===== config.mk =====
export PLATFORM = sky130hd
export DESIGN_NAME = load_store_unit_flat
export DESIGN_NICKNAME = d
export VERILOG_FILES = /design/src/rtl/lsu_pkg.sv /design/src/rtl/lsu_if.sv /design/src/rtl/lsu_req_check.sv /design/src/rtl/load_store_unit.sv /design/src/flat_wrapper.sv
export SDC_FILE = /design/constraint.sdc
export NUM_CORES = 1
export LEC_CHECK = 0
export ABC_AREA = 1
export CAP_MARGIN = 0
export CORE_AREA = 2 2 157 159
export DETAILED_ROUTE_END_ITERATION = 12
export DIE_AREA = 0 0 159 161
export PLACE_DENSITY = 0.66
export SETUP_SLACK_MARGIN = 0.15
export SYNTH_ARGS = -nofsm -noshare
export SYNTH_HDL_FRONTEND = slang
export SYNTH_SLANG_ARGS = --single-unit
export TNS_END_PERCENT = 50

===== constraint.sdc =====
create_clock -name clk -period 1.54 [get_ports clk]
set_input_delay 0.385 -clock clk [delete_from_list [all_inputs] [get_ports clk]]
set_output_delay 0.385 -clock clk [all_outputs]
set_load 0.01 [all_outputs]

===== src/rtl/lsu_pkg.sv =====
// rtl/lsu_pkg.sv - shared types, funct3 codes and size helper for the load/store unit
package lsu_pkg;

    localparam int LSU_BUS_BITS = 64;
    localparam int LSU_TAG_BITS = 5;

    typedef enum logic [1:0] {
        IDLE    = 2'd0,
        ACCESS  = 2'd1,
        CAPTURE = 2'd2,
        RESP    = 2'd3
    } lsu_state_t;

    localparam logic [2:0] FUNCT3_LB  = 3'b000;
    localparam logic [2:0] FUNCT3_LH  = 3'b001;
    localparam logic [2:0] FUNCT3_LW  = 3'b010;
    localparam logic [2:0] FUNCT3_LD  = 3'b011;
    localparam logic [2:0] FUNCT3_LBU = 3'b100;
    localparam logic [2:0] FUNCT3_LHU = 3'b101;
    localparam logic [2:0] FUNCT3_LWU = 3'b110;
    localparam logic [2:0] FUNCT3_SB  = 3'b000;
    localparam logic [2:0] FUNCT3_SH  = 3'b001;
    localparam logic [2:0] FUNCT3_SW  = 3'b010;
    localparam logic [2:0] FUNCT3_SD  = 3'b011;

    // Access width in bytes: 1/2/4/8 from the low two funct3 bits.
    function automatic logic [3:0] size_bytes(input logic [2:0] funct3);
        return 4'd1 << funct3[1:0];
    endfunction

endpackage


===== src/rtl/lsu_if.sv =====
// rtl/lsu_if.sv - request, data-memory and response signals of the load/store unit
interface lsu_if #(
    parameter int BUS_BITS = 64,
    parameter int TAG_BITS = 5
);
    logic                req_valid;
    logic                req_ready;
    logic                req_store;
    logic [2:0]          req_funct3;
    logic [BUS_BITS-1:0] req_addr;
    logic [BUS_BITS-1:0] req_wdata;
    logic [TAG_BITS-1:0] req_tag;
    logic                mem_we;
    logic [BUS_BITS-1:0] mem_addr;
    logic [2:0]          mem_funct3;
    logic [BUS_BITS-1:0] mem_wdata;
    logic [BUS_BITS-1:0] mem_rdata;
    logic                resp_valid;
    logic                resp_ready;
    logic [BUS_BITS-1:0] resp_data;
    logic [TAG_BITS-1:0] resp_tag;
    logic                resp_err;

    // The load/store unit itself.
    modport master (
        input  req_valid, req_store, req_funct3, req_addr, req_wdata, req_tag,
        input  mem_rdata, resp_ready,
        output req_ready, mem_we, mem_addr, mem_funct3, mem_wdata,
        output resp_valid, resp_data, resp_tag, resp_err
    );

    // Execute stage, data memory and writeback taken together.
    modport slave (
        output req_valid, req_store, req_funct3, req_addr, req_wdata, req_tag,
        output mem_rdata, resp_ready,
        input  req_ready, mem_we, mem_addr, mem_funct3, mem_wdata,
        input  resp_valid, resp_data, resp_tag, resp_err
    );
endinterface


===== src/rtl/lsu_req_check.sv =====
// rtl/lsu_req_check.sv - request legality check; LSU_MISALIGN_TRAP_EN adds misalignment errors
module lsu_req_check
    import lsu_pkg::*;
#(
    parameter int BUS_BITS = 64
) (
    input  logic [2:0]          funct3,
    input  logic                store,
    input  logic [BUS_BITS-1:0] addr,
    output logic                err
);
    logic illegal;
    logic misalign;

    // funct3 111 never exists; stores have no unsigned variants.
    assign illegal = (funct3 == 3'b111) || (store && funct3[2]);

`ifdef LSU_MISALIGN_TRAP_EN
    logic [2:0] align_mask;
    logic       unused_addr;
    assign align_mask  = 3'(size_bytes(funct3) - 4'd1);
    assign misalign    = |(addr[2:0] & align_mask);
    assign unused_addr = ^addr[BUS_BITS-1:3];
`else
    logic unused_addr;
    assign misalign    = 1'b0;
    assign unused_addr = ^addr;
`endif

    assign err = illegal || misalign;
endmodule


===== src/rtl/load_store_unit.sv =====
// rtl/load_store_unit.sv - single-outstanding load/store initiator; option LSU_MISALIGN_TRAP_EN
module load_store_unit
    import lsu_pkg::*;
#(
    parameter int BUS_BITS = LSU_BUS_BITS,
    parameter int TAG_BITS = LSU_TAG_BITS
) (
    input  logic   clk,
    input  logic   rst_n,
    lsu_if.master  bus
);
    lsu_state_t          state;
    lsu_state_t          state_next;
    logic                req_fire;
    logic                req_err;
    logic                r_store;
    logic [2:0]          r_funct3;
    logic [BUS_BITS-1:0] r_addr;
    logic [BUS_BITS-1:0] r_wdata;
    logic [TAG_BITS-1:0] r_tag;
    logic                r_err;
    logic [BUS_BITS-1:0] r_resp_data;

    lsu_req_check #(.BUS_BITS(BUS_BITS)) u_check (
        .funct3 (bus.req_funct3),
        .store  (bus.req_store),
        .addr   (bus.req_addr),
        .err    (req_err)
    );

    assign req_fire = (state == IDLE) && bus.req_valid;

    // State register; reset returns to IDLE at once, which also kills mem_we.
    always_ff @(posedge clk or negedge rst_n) begin
        if (!rst_n) state <= IDLE;
        else        state <= state_next;
    end

    // Next-state decode: errors skip the memory, stores skip capture.
    always_comb begin
        state_next = state;
        case (state)
            IDLE:    if (bus.req_valid) state_next = req_err ? RESP : ACCESS;
            ACCESS:  state_next = r_store ? RESP : CAPTURE;
            CAPTURE: state_next = RESP;
            RESP:    if (bus.resp_ready) state_next = IDLE;
            default: state_next = IDLE;
        endcase
    end

    // Request register latched on accept; response data cleared then, filled on capture.
    always_ff @(posedge clk or negedge rst_n) begin
        if (!rst_n) begin
            r_store     <= 1'b0;
            r_funct3    <= 3'b000;
            r_addr      <= '0;
            r_wdata     <= '0;
            r_tag       <= '0;
            r_err       <= 1'b0;
            r_resp_data <= '0;
        end else if (req_fire) begin
            r_store     <= bus.req_store;
            r_funct3    <= bus.req_funct3;
            r_addr      <= bus.req_addr;
            r_wdata     <= bus.req_wdata;
            r_tag       <= bus.req_tag;
            r_err       <= req_err;
            r_resp_data <= '0;
        end else if (state == CAPTURE) begin
            r_resp_data <= bus.mem_rdata;
        end
    end

    assign bus.req_ready  = (state == IDLE);
    assign bus.mem_we     = (state == ACCESS) && r_store && !r_err;
    assign bus.mem_addr   = r_addr;
    assign bus.mem_funct3 = r_funct3;
    assign bus.mem_wdata  = r_wdata;
    assign bus.resp_valid = (state == RESP);
    assign bus.resp_data  = r_resp_data;
    assign bus.resp_tag   = r_tag;
    assign bus.resp_err   = r_err;
endmodule

===== src/flat_wrapper.sv =====
// flat-port wrapper written by rule: the top's interface ports become plain ports
module load_store_unit_flat import lsu_pkg::*;
#(
    parameter int BUS_BITS = LSU_BUS_BITS,
    parameter int TAG_BITS = LSU_TAG_BITS
)
  (clk, rst_n, bus_req_valid, bus_req_store, bus_req_funct3, bus_req_addr, bus_req_wdata, bus_req_tag, bus_mem_rdata, bus_resp_ready, bus_req_ready, bus_mem_we, bus_mem_addr, bus_mem_funct3, bus_mem_wdata, bus_resp_valid, bus_resp_data, bus_resp_tag, bus_resp_err);
  lsu_if #(.BUS_BITS(BUS_BITS), .TAG_BITS(TAG_BITS)) bus_i ();
  input  logic clk;
  input  logic rst_n;
  input wire logic [$bits(bus_i.req_valid)-1:0] bus_req_valid;
  input wire logic [$bits(bus_i.req_store)-1:0] bus_req_store;
  input wire logic [$bits(bus_i.req_funct3)-1:0] bus_req_funct3;
  input wire logic [$bits(bus_i.req_addr)-1:0] bus_req_addr;
  input wire logic [$bits(bus_i.req_wdata)-1:0] bus_req_wdata;
  input wire logic [$bits(bus_i.req_tag)-1:0] bus_req_tag;
  input wire logic [$bits(bus_i.mem_rdata)-1:0] bus_mem_rdata;
  input wire logic [$bits(bus_i.resp_ready)-1:0] bus_resp_ready;
  output wire logic [$bits(bus_i.req_ready)-1:0] bus_req_ready;
  output wire logic [$bits(bus_i.mem_we)-1:0] bus_mem_we;
  output wire logic [$bits(bus_i.mem_addr)-1:0] bus_mem_addr;
  output wire logic [$bits(bus_i.mem_funct3)-1:0] bus_mem_funct3;
  output wire logic [$bits(bus_i.mem_wdata)-1:0] bus_mem_wdata;
  output wire logic [$bits(bus_i.resp_valid)-1:0] bus_resp_valid;
  output wire logic [$bits(bus_i.resp_data)-1:0] bus_resp_data;
  output wire logic [$bits(bus_i.resp_tag)-1:0] bus_resp_tag;
  output wire logic [$bits(bus_i.resp_err)-1:0] bus_resp_err;
  assign bus_i.req_valid = bus_req_valid;
  assign bus_i.req_store = bus_req_store;
  assign bus_i.req_funct3 = bus_req_funct3;
  assign bus_i.req_addr = bus_req_addr;
  assign bus_i.req_wdata = bus_req_wdata;
  assign bus_i.req_tag = bus_req_tag;
  assign bus_i.mem_rdata = bus_mem_rdata;
  assign bus_i.resp_ready = bus_resp_ready;
  assign bus_req_ready = bus_i.req_ready;
  assign bus_mem_we = bus_i.mem_we;
  assign bus_mem_addr = bus_i.mem_addr;
  assign bus_mem_funct3 = bus_i.mem_funct3;
  assign bus_mem_wdata = bus_i.mem_wdata;
  assign bus_resp_valid = bus_i.resp_valid;
  assign bus_resp_data = bus_i.resp_data;
  assign bus_resp_tag = bus_i.resp_tag;
  assign bus_resp_err = bus_i.resp_err;
  load_store_unit #(.BUS_BITS(BUS_BITS), .TAG_BITS(TAG_BITS)) u_core (.clk(clk), .rst_n(rst_n), .bus(bus_i));
endmodule

==> flow_metrics.tcl <==
set metrics [dict create \
    fin_nets 1559 \
    ff2ff_setup_slack_ns -0.07 \
    layout.cells.most_common "nand2_1" \
    gp_congestion 0.852 \
    cts.sink_count 204 \
    critical_path_class "reg -> out" \
    viasPerCell 4.40 \
    ant_nets 0 \
    routedWlPerCell_um 15.9 \
    drc 0 \
    drive_above_1_share_pct 23.9 \
    peakVddDrop_uv 820 \
    yosysSeqAreaShare_pct 64.8 \
    netlist.area_leader.share_pct 64.8 \
    status "finished with violations" \
    ys_ff_latch 204 \
    maxSlewViolCount 0 \
    core_area_mm2 0.0240 \
    period_share_pct 112 \
    row_count 57 \
    grt_antenna_before_repair 1 \
    syn_avg_cell_area_um2 8.86 \
    ys_warn_count 0 \
    tns_ns -3.32 \
    dieHeight_um 161 \
    diodes 0 \
    cts_tree "built" \
    grt.overflow.total 0 \
    dpl_cell_area_mm2 0.0126 \
    hold_viol_final 0 \
    path_max_fanout 2 \
    grt_setup_unrepaired "true" \
    worstSetupStartpointType "register" \
    via_count 7444 \
    start_util_pct 32.9 \
    maxCapViolCount 0 \
    required_ns 1.15 \
    slew_headroom_pct 78.3 \
    grt_pass1_vias 7588 \
    finalClockSkew_ns 0.0112 \
    ys_types 12 \
    layout_min_cycle_time_ns 1.73 \
    synth_area_mm2 0.00788 \
    clk_latency_ns 0.50 \
    fin_area_mm2 0.0132 \
    clockBufferDepth 3 \
    powerDensity_mw_per_mm2 2070 \
    violations "setup timing" \
    portBuffers 408 \
    cts_buffers 23 \
    final_cell_mix "nand2_1, clkdlybuf4s50_1, dfrtp_1" \
    wirelength_um 26900 \
    syn_nets 1099 \
    fin_ws_ns -0.191 \
    io_pins 409 \
    dp.final_hpwl_um 18900 \
    htree_num_levels 1 \
    clockRootBuffer "clkbuf_16" \
    synthTopCellsByArea "dfrtp_1, nand2_1, nor2_1" \
    p_leak_nw 6.84 \
    die_area_mm2 0.0256 \
    grt_pass1_wl_um 41900 \
    area_growth_pct 67.2 \
    grt_use_total_pct 20.3 \
    final-setup-viol-count 138 \
    cp-end-kind "output pin" \
    drt_pre_antenna_iters 5 \
    die_w_um 159 \
    drtIter0Drc 451 \
    path_clk_slew_ns 0.06 \
    max_freq_mhz 578 \
    min_path_type "in -> async" \
    cp.arrival_ns 1.35 \
    worst_slew_pin_slew_ns 0.326 \
    synth_top_area_cell "dfrtp_1" \
    synthCells 890 \
    grt_max_degree 45 \
]
-- per-layer routing --
layer | wire length (µm) | up-vias | GRT usage [%]
met5 | 13 | - | 0
met4 | 834 | 2 | 7.19
met3 | 1820 | 59 | 4.73
met2 | 13300 | 291 | 35.8
met1 | 10900 | 3451 | 24.6
li1 | - | 3641 | -
-- path summary, 6_finish.rpt --
path,cells past startpoint,end,start
max,5,bus_mem_we,u_core.state[1]
min,2,u_core.bus.mem_wdata[50],rst_n
max reg2reg,8,u_core.bus.mem_wdata[19],u_core.state[0]
min reg2reg,2,u_core.bus.mem_addr[62],u_core.bus.mem_addr[62]
max in group asynchronous,3,u_core.state[0],rst_n
min in group clk,3,u_core.bus.mem_wdata[49],bus_req_wdata[49]
-- worst max-delay path, cell delays in order, from the launching register on --
cell	delay (ns)
dfrtp_1	0.39
inv_2	0.08
ha_4	0.12
nand2_2	0.04
nor2_1	0.07
buf_2	0.14
-- final cells by class --
cell class	count	area, µm²
fill	2201	10800
sequential	204	5110
timing repair buffer	485	4340
multi-input combinational	630	2530
clock buffer	36	684
tap	324	405
clock inverter	5	75.1
inverter	6	30.0
-- synth_stat cells --
master / n
buf_2: 31
dfrtp_1: 204
inv_1: 4
o21ai_0: 64
inv_2: 2
ha_1: 4
buf_4: 11
nand2_1: 426
nand2_2: 1
nand3_1: 3
clkbuf_1: 8
nor2_1: 132
-- through the flow --
step	worst slack, ns	instances	util, %	power (W)	hold WS, ns
floorplan	0.180	890	-	0.0146	0.0894
global placement	-0.125	1610	52.6	0.0222	0.322
detailed placement	-0.149	1610	52.6	0.0224	0.327
CTS	-0.241	1688	54.7	0.0274	0.352
global route	-0.246	1690	55.0	0.0292	0.383
finish	-0.191	1690	55.0	0.0273	0.369
-- flip-flops by register name, indices dropped and copies added, names as in the netlist --
register,count
u_core.bus.mem_addr,64
u_core.bus.mem_funct3,3
u_core.bus.mem_wdata,64
u_core.bus.resp_data,64
u_core.bus.resp_err,1
u_core.bus.resp_tag,5
u_core.r_store,1
u_core.state,2
-- logic make-up (layout without fill, tap and decap cells) --
family / Yosys count / in the layout / synth area share (%)
buffers and inverters: 56 / 532 / 3.68
AO/OA/AOI/OAI: 64 / 64 / 4.06
adder cells (fa/ha/maj): 4 / 4 / 0.635
flip-flops: 204 / 204 / 64.8
AND/OR/NAND/NOR: 562 / 562 / 26.8
-- power breakdown --
part | internal (W) | total (W) | switching, W
Combinational | 0.00593 | 0.0123 | 0.00640
Sequential | 0.00799 | 0.00945 | 0.00146
Clock | 0.00337 | 0.00550 | 0.00213
-- repair_timing --
action | 4_1_cts | 5_1_grt
endpoints found under the setup margin | 406 | 408
pin swaps | 1 | 1
resized for setup | 913 | 11
hold buffers | 1 | 0
hold endpoints to repair | 18 | 0
buffers inserted | 36 | 0
gates cloned | 0 | 2
(Power assumes the default switching activity.)
